File: src/rtl/mem_stage.sv
// mem_stage: memory-access pipeline stage between execute and write-back.
//
// Latches the execute-stage bus, checks load/store alignment, and issues at
// most one request per load/store on the req/addr_ok/data_ok data-SRAM port.
// It merges and extends load data, then hands a 191-bit bus to write-back. It
// also feeds a forwarding bus back to decode.
//
// Ports
//   clk, reset              clock, asynchronous active-high reset
//   es_to_ms_valid/bus      execute-stage handoff: {ld_op[4:0], st_op[2:0], st_data[31:0], payload[190:0]}
//   ms_allowin              this stage can accept this cycle
//   ws_allowin              write-back can accept
//   ws_ertn_flush           exception/ertn flush from write-back
//   ms_to_ws_valid/bus      write-back handoff (payload with ale and final_result updated)
//   ms_to_ds_bus            {able, dest[4:0], data[31:0], csr_we, csr_related}
//   ms_ex                   instruction here carries an exception or ertn
//   data_sram_*             request/response data-SRAM port
module mem_stage (
  input  logic         clk,
  input  logic         reset,
  input  logic         es_to_ms_valid,
  input  logic [230:0] es_to_ms_bus,
  output logic         ms_allowin,
  input  logic         ws_allowin,
  input  logic         ws_ertn_flush,
  output logic         ms_to_ws_valid,
  output logic [190:0] ms_to_ws_bus,
  output logic [39:0]  ms_to_ds_bus,
  output logic         ms_ex,
  output logic         data_sram_req,
  output logic         data_sram_wr,
  output logic [1:0]   data_sram_size,
  output logic [31:0]  data_sram_addr,
  output logic [3:0]   data_sram_wstrb,
  output logic [31:0]  data_sram_wdata,
  input  logic         data_sram_addr_ok,
  input  logic         data_sram_data_ok,
  input  logic [31:0]  data_sram_rdata
);

  // Payload layout, MSB first; the packed struct matches the bus bit order.
  typedef struct packed {
    logic        gr_we;
    logic [4:0]  dest;
    logic [31:0] final_result;
    logic [31:0] pc;
    logic        adef;
    logic        ine;
    logic        sys;
    logic        ale;
    logic        csr_re;
    logic        csr_we;
    logic [13:0] csr_num;
    logic [31:0] csr_wmask;
    logic [31:0] csr_wvalue;
    logic        ertn;
    logic        res_from_csr;
    logic        brk;
    logic [1:0]  rdcnt_detail;
    logic [31:0] mem_addr;
  } ms_pl_t;

  typedef enum logic [2:0] {S_IDLE, S_REQ, S_WAIT, S_DONE, S_CANCEL} state_t;

  state_t      state;
  logic        ms_valid;
  logic [4:0]  ld_r;
  logic [2:0]  st_r;
  logic [31:0] sd_r;
  ms_pl_t      pl_r;
  logic [31:0] ld_data_r;

  // ---------------- incoming instruction decode (for the accept decision)
  logic [4:0]  in_ld;
  logic [2:0]  in_st;
  logic [31:0] in_sd;
  ms_pl_t      in_pl;
  logic        in_ale, in_exc, in_need;

  assign {in_ld, in_st, in_sd, in_pl} = es_to_ms_bus;
  assign in_ale  = ((in_ld[2] | in_ld[1] | in_st[1]) & in_pl.mem_addr[0]) |
                   ((in_ld[0] | in_st[0]) & (in_pl.mem_addr[1:0] != 2'b00));
  assign in_exc  = in_pl.adef | in_pl.ine | in_pl.sys | in_pl.ale | in_ale |
                   in_pl.brk | in_pl.ertn;
  assign in_need = ((|in_ld) | (|in_st)) & ~in_exc;

  // ---------------- latched instruction decode
  logic r_byte, r_half, r_word, r_ale, r_exc, is_load, ready_go, accept, able;

  assign r_byte  = ld_r[4] | ld_r[3] | st_r[2];
  assign r_half  = ld_r[2] | ld_r[1] | st_r[1];
  assign r_word  = ld_r[0] | st_r[0];
  assign r_ale   = (r_half & pl_r.mem_addr[0]) |
                   (r_word & (pl_r.mem_addr[1:0] != 2'b00));
  assign r_exc   = pl_r.adef | pl_r.ine | pl_r.sys | pl_r.ale | r_ale |
                   pl_r.brk | pl_r.ertn;
  assign is_load = |ld_r;

  assign ready_go       = (state == S_DONE);
  assign ms_to_ws_valid = ms_valid & ready_go & ~ws_ertn_flush;
  // Outstanding bus traffic (REQ/WAIT/CANCEL) blocks new instructions so
  // that every data_ok is matched to the request that produced it.
  assign ms_allowin     = (~ms_valid | (ready_go & ws_allowin)) &
                          (state != S_CANCEL) & (state != S_REQ) & (state != S_WAIT);
  assign accept         = es_to_ms_valid & ms_allowin;
  assign ms_ex          = ms_valid & r_exc;

  // ---------------- SRAM request fields (held constant by the latched bus)
  assign data_sram_req  = (state == S_REQ);
  assign data_sram_wr   = |st_r;
  assign data_sram_size = r_byte ? 2'd0 : r_half ? 2'd1 : 2'd2;
  assign data_sram_addr = pl_r.mem_addr;

  always_comb begin
    data_sram_wstrb = 4'b0000;
    if (|st_r) begin
      if (r_byte)      data_sram_wstrb = 4'b0001 << pl_r.mem_addr[1:0];
      else if (r_half) data_sram_wstrb = pl_r.mem_addr[1] ? 4'b1100 : 4'b0011;
      else             data_sram_wstrb = 4'b1111;
    end
    data_sram_wdata = r_byte ? {4{sd_r[7:0]}} : r_half ? {2{sd_r[15:0]}} : sd_r;
  end

  // ---------------- load data select and extend
  logic [7:0]  sel_b;
  logic [15:0] sel_h;
  logic [31:0] ld_res, final_res;

  always_comb begin
    sel_h = pl_r.mem_addr[1] ? ld_data_r[31:16] : ld_data_r[15:0];
    case (pl_r.mem_addr[1:0])
      2'd0:    sel_b = ld_data_r[7:0];
      2'd1:    sel_b = ld_data_r[15:8];
      2'd2:    sel_b = ld_data_r[23:16];
      default: sel_b = ld_data_r[31:24];
    endcase
    ld_res = ld_data_r;
    if (ld_r[4])      ld_res = {{24{sel_b[7]}}, sel_b};
    else if (ld_r[3]) ld_res = {24'b0, sel_b};
    else if (ld_r[2]) ld_res = {{16{sel_h[15]}}, sel_h};
    else if (ld_r[1]) ld_res = {16'b0, sel_h};
  end

  // An excepting load never fetched data, so its result field passes through.
  assign final_res = (is_load & ~r_exc) ? ld_res : pl_r.final_result;

  ms_pl_t pl_o;
  always_comb begin
    pl_o              = pl_r;
    pl_o.ale          = pl_r.ale | r_ale;
    pl_o.final_result = final_res;
  end
  assign ms_to_ws_bus = pl_o;

  // A load still in flight cannot forward its result yet.
  assign able = ~(ms_valid & is_load & ~ready_go);
  assign ms_to_ds_bus = {able, pl_r.dest & {5{ms_valid}}, final_res,
                         pl_r.csr_we & ms_valid,
                         (pl_r.csr_re | pl_r.csr_we) & ms_valid};

  // ---------------- state
  always_ff @(posedge clk or posedge reset) begin
    if (reset) begin
      state     <= S_IDLE;
      ms_valid  <= 1'b0;
      ld_r      <= '0;
      st_r      <= '0;
      sd_r      <= '0;
      pl_r      <= '0;
      ld_data_r <= '0;
    end else begin
      if (ws_ertn_flush)   ms_valid <= 1'b0;
      else if (ms_allowin) ms_valid <= es_to_ms_valid;

      if (accept) begin
        ld_r <= in_ld;
        st_r <= in_st;
        sd_r <= in_sd;
        pl_r <= in_pl;
      end

      // Responses arriving in CANCEL (or alongside a flush) are dropped.
      if (state == S_WAIT && data_sram_data_ok && !ws_ertn_flush)
        ld_data_r <= data_sram_rdata;

      if (ws_ertn_flush) begin
        case (state)
          S_REQ:    state <= data_sram_addr_ok ? S_CANCEL : S_IDLE;
          S_WAIT:   state <= data_sram_data_ok ? S_IDLE : S_CANCEL;
          S_CANCEL: state <= data_sram_data_ok ? S_IDLE : S_CANCEL;
          default:  state <= S_IDLE;
        endcase
      end else begin
        case (state)
          S_IDLE, S_DONE:
            if (ms_allowin)
              state <= !es_to_ms_valid ? S_IDLE : in_need ? S_REQ : S_DONE;
          S_REQ:    if (data_sram_addr_ok) state <= S_WAIT;
          S_WAIT:   if (data_sram_data_ok) state <= S_DONE;
          S_CANCEL: if (data_sram_data_ok) state <= S_IDLE;
          default:  state <= S_IDLE;
        endcase
      end
    end
  end

endmodule

File: config.mk
export PLATFORM = sky130hd
export DESIGN_NAME = mem_stage
export DESIGN_NICKNAME = d
export VERILOG_FILES = /design/src/rtl/mem_stage.sv
export SDC_FILE = /design/constraint.sdc
export NUM_CORES = 1
export LEC_CHECK = 0
export ABC_AREA = 1
export CORE_AREA = 5 5 221 223
export DETAILED_ROUTE_END_ITERATION = 10
export DIE_AREA = 0 0 226 228
export DONT_BUFFER_PORTS = 1
export GPL_TIMING_DRIVEN = 0
export PLACE_DENSITY_LB_ADDON = 0.2
export SETUP_SLACK_MARGIN = 0.02
export SYNTH_ARGS = -nofsm -noshare
export SYNTH_HDL_FRONTEND = slang
export SYNTH_SLANG_ARGS = --single-unit
export TNS_END_PERCENT = 30
File: constraint.sdc
create_clock -name clk -period 11.7 [get_ports clk]
set_input_delay 2.34 -clock clk [delete_from_list [all_inputs] [get_ports clk]]
set_output_delay 2.34 -clock clk [all_outputs]
set_load 0.1 [all_outputs]
==> results.md <==
- Num rows: 79
- GRT Total Usage: a little over a fifth
- Remaining Overflow, GRT: 0
- Dpl cells: between 2,000 and 2,500
- Die height: roughly 230 um
- Hpwl dp: 44,500 um
- Post-layout util: a little over a third
- Detailed Route WL: about 56,000 um
- Initial antenna violation count: 5
- Via count: 11,616
- Tmin final: between 7 and 8 ns
- First-pass GRT wire length: 80,900 um
- Clk sinks: 267
- Syn avg cell area: 7.98 um^2
- Synth top area share: about 48%
- Largest net degree at the start of global routing: 122
- Startpoint types: flop
- CTS Root Cell: clkbuf_16
- Syn-to-layout area delta: 16.5%
- Min Hold Slack: 0.470 ns
- CP max FO: 10
- Clock Path Buffers: 3
- Routability congestion estimate from global placement: 0.882
- Multi-input gate area: between 4000 and 5000 um^2
- Htree depth: 2
- Die width: roughly 230 um
- Final period utilization: 61.0%
- PostCTS Resize Cnt: 0
- Final Setup Violations: 0
- Post-DRT Antenna Nets: 0
- Pre-antenna DRT Iters: 5
- Relative slew slack: between 10% and 20%
- CTS tree: yes
- RSZ-0062 raised after global routing: no
- Clock skew: 0.0128 ns
- Initial core utilization: 30.1%
- Hold-fix buffer count after cts: 0
- Post-CTS setup buffer count: 0
- Synthesis warning total: 0
- WP data required: ~9.4 ns
- Vias/cell: 4.77
- Register area share after synthesis: 47.8%
- Most frequent cells in the layout: nand2_1 (631), dfrtp_1 (267), buf_4 (253)
- Critical path class: reg -> out
- Fillcell total: 4,879
- Largest cells by area after synthesis: dfrtp_1 (48%), nand2_1 (17%), buf_4 (14%)
- Worst endpoint data arrival time: approximately 4.8 ns
- Crit end category: output pin
- Hold/Removal Path Class: reg -> reg
- Worst slack, placed: 5.08 ns
- Layout cells sized above 1: between 20 and 25%
- Clk slew on worst S/H paths: 0.06 ns
- Final Max Tran Viols: 0
- Reg area: 6680 um^2
- CORE AREA: 46,400 um^2
- Initial DRC Count: 793
- Vias in the first global route: 11,888
- Die area: around 52,000 um^2
- Post-synth cell types: 30
- Post-route setup slack: 4.56 ns
- # Max-Cap Violations: 0
- Post-Syn Nets: between 2,000 and 2,500
- IO buf count: 0
- Worst skew pair latency: 0.53 ns
- Cts bufs inserted: 35
- Final Non-Filler Cells: 2,433
- Most common cell after layout, fill and taps aside: nand2_1
- Number of remaining DRC errors: 0
- Status: finished clean
- Fmax: 140 MHz
- DR WL/cell: 23.0 um
- Synth Register Bits: 267
- Syn Std Cell Area: 14,000 um^2
- Area leader, netlist: dfrtp_1
- Final hold vios: 0
- Mapped Cells: between 1,500 and 2,000
- Layout net count: 2,071
- Slew @ Worst Pin: 1.29 ns
- Boundary Pins: ~580
path summary, 6_finish.rpt:
path	startpoint	end	slack, ns	depth (start not counted)
min reg2reg	pl_r[166]	pl_r[166]	0.47	2
max in group asynchronous	reset	ms_to_ws_bus[60]	9.15	2
max	data_sram_addr[1]	ms_to_ws_bus[157]	4.56	12
min in group asynchronous	reset	pl_r[167]	1.63	1
min	pl_r[166]	pl_r[166]	0.47	2
max reg2reg	ms_valid	sd_r[1]	9.22	9
logic make-up (layout without fill, tap and decap cells):
logic type	count (synthesis)	count (layout)	share of synthesized area, %
AND/OR/NAND/NOR	953	953	28.2
buffers and inverters	395	469	18.1
flip-flops	267	267	47.8
AO/OA/AOI/OAI	121	121	4.65
multiplexers	15	15	1.21
other	0	1	0
state kept, by name, summed over array words and instances (netlist names):
signal          cells
ms_to_ws_bus      126
pl_r               33
data_sram_addr     32
ld_data_r          32
sd_r               32
ld_r                5
st_r                3
state               3
ms_valid            1
layer usage:
| layer | GRT usage (%) | share of wire (%) | vias up |
|---|---|---|---|
| met2 | 36.2 | 50 | 454 |
| met5 | 0 | 0.10 | - |
| li1 | - | - | 5439 |
| met4 | 6.66 | 3.0 | 8 |
| met3 | 6.86 | 8.5 | 87 |
| met1 | 24.6 | 38 | 5628 |
worst max-delay path: stages (launching register included):
cell	delay, ns
dfrtp_1	0.41
buf_6	0.15
nor2_1	0.15
inv_2	0.14
o21ai_0	0.12
nand3b_1	0.93
nor2_2	0.57
nand2_4	0.19
inv_4	0.13
buf_6	0.14
nand2_1	0.08
nand2_1	0.80
buf_4	0.44
synth_stat cells:
cell / count
buf_1: 1
clkinv_1: 2
inv_2: 5
nor2_4: 2
buf_6: 6
a21oi_1: 39
or2_1: 1
nand3_1: 239
nor2_1: 64
inv_1: 56
nand2_4: 2
mux2_2: 15
or3_1: 1
buf_2: 33
inv_4: 1
o211ai_1: 15
o2111ai_1: 1
o21ai_0: 63
clkbuf_1: 38
nand3_2: 1
nand3b_1: 1
buf_4: 253
dfrtp_1: 267
nand4_1: 3
nor3_1: 3
nand2_1: 631
nor2_2: 4
o21ai_1: 2
and2_1: 1
o21bai_1: 1
metrics by stage:
step / TNS, ns / instance area, um^2
2_1_floorplan: 0 / 14000
3_3_place_gp: -448.61 / 14700
3_5_place_dp: 0 / 15100
4_1_cts: 0 / 16300
5_1_grt: 0 / 16300
6_report: 0 / 16300
area by class of cell:
cell class                      count  share of cell area, %
Timing Repair Buffer               13                   1.82
Multi-Input combinational cell   1089                   29.6
Antenna cell                        1                 0.0154
Clock inverter                      6                  0.538
Buffer                            331                   14.0
Tap cell                          607                   4.67
Inverter                           64                   1.54
Sequential cell                   267                   41.0
Clock buffer                       55                   6.78
Power is left out: the tool's default activity adds up to more than one toggle a clock period on the data nets, which glitch-free logic cannot reach.
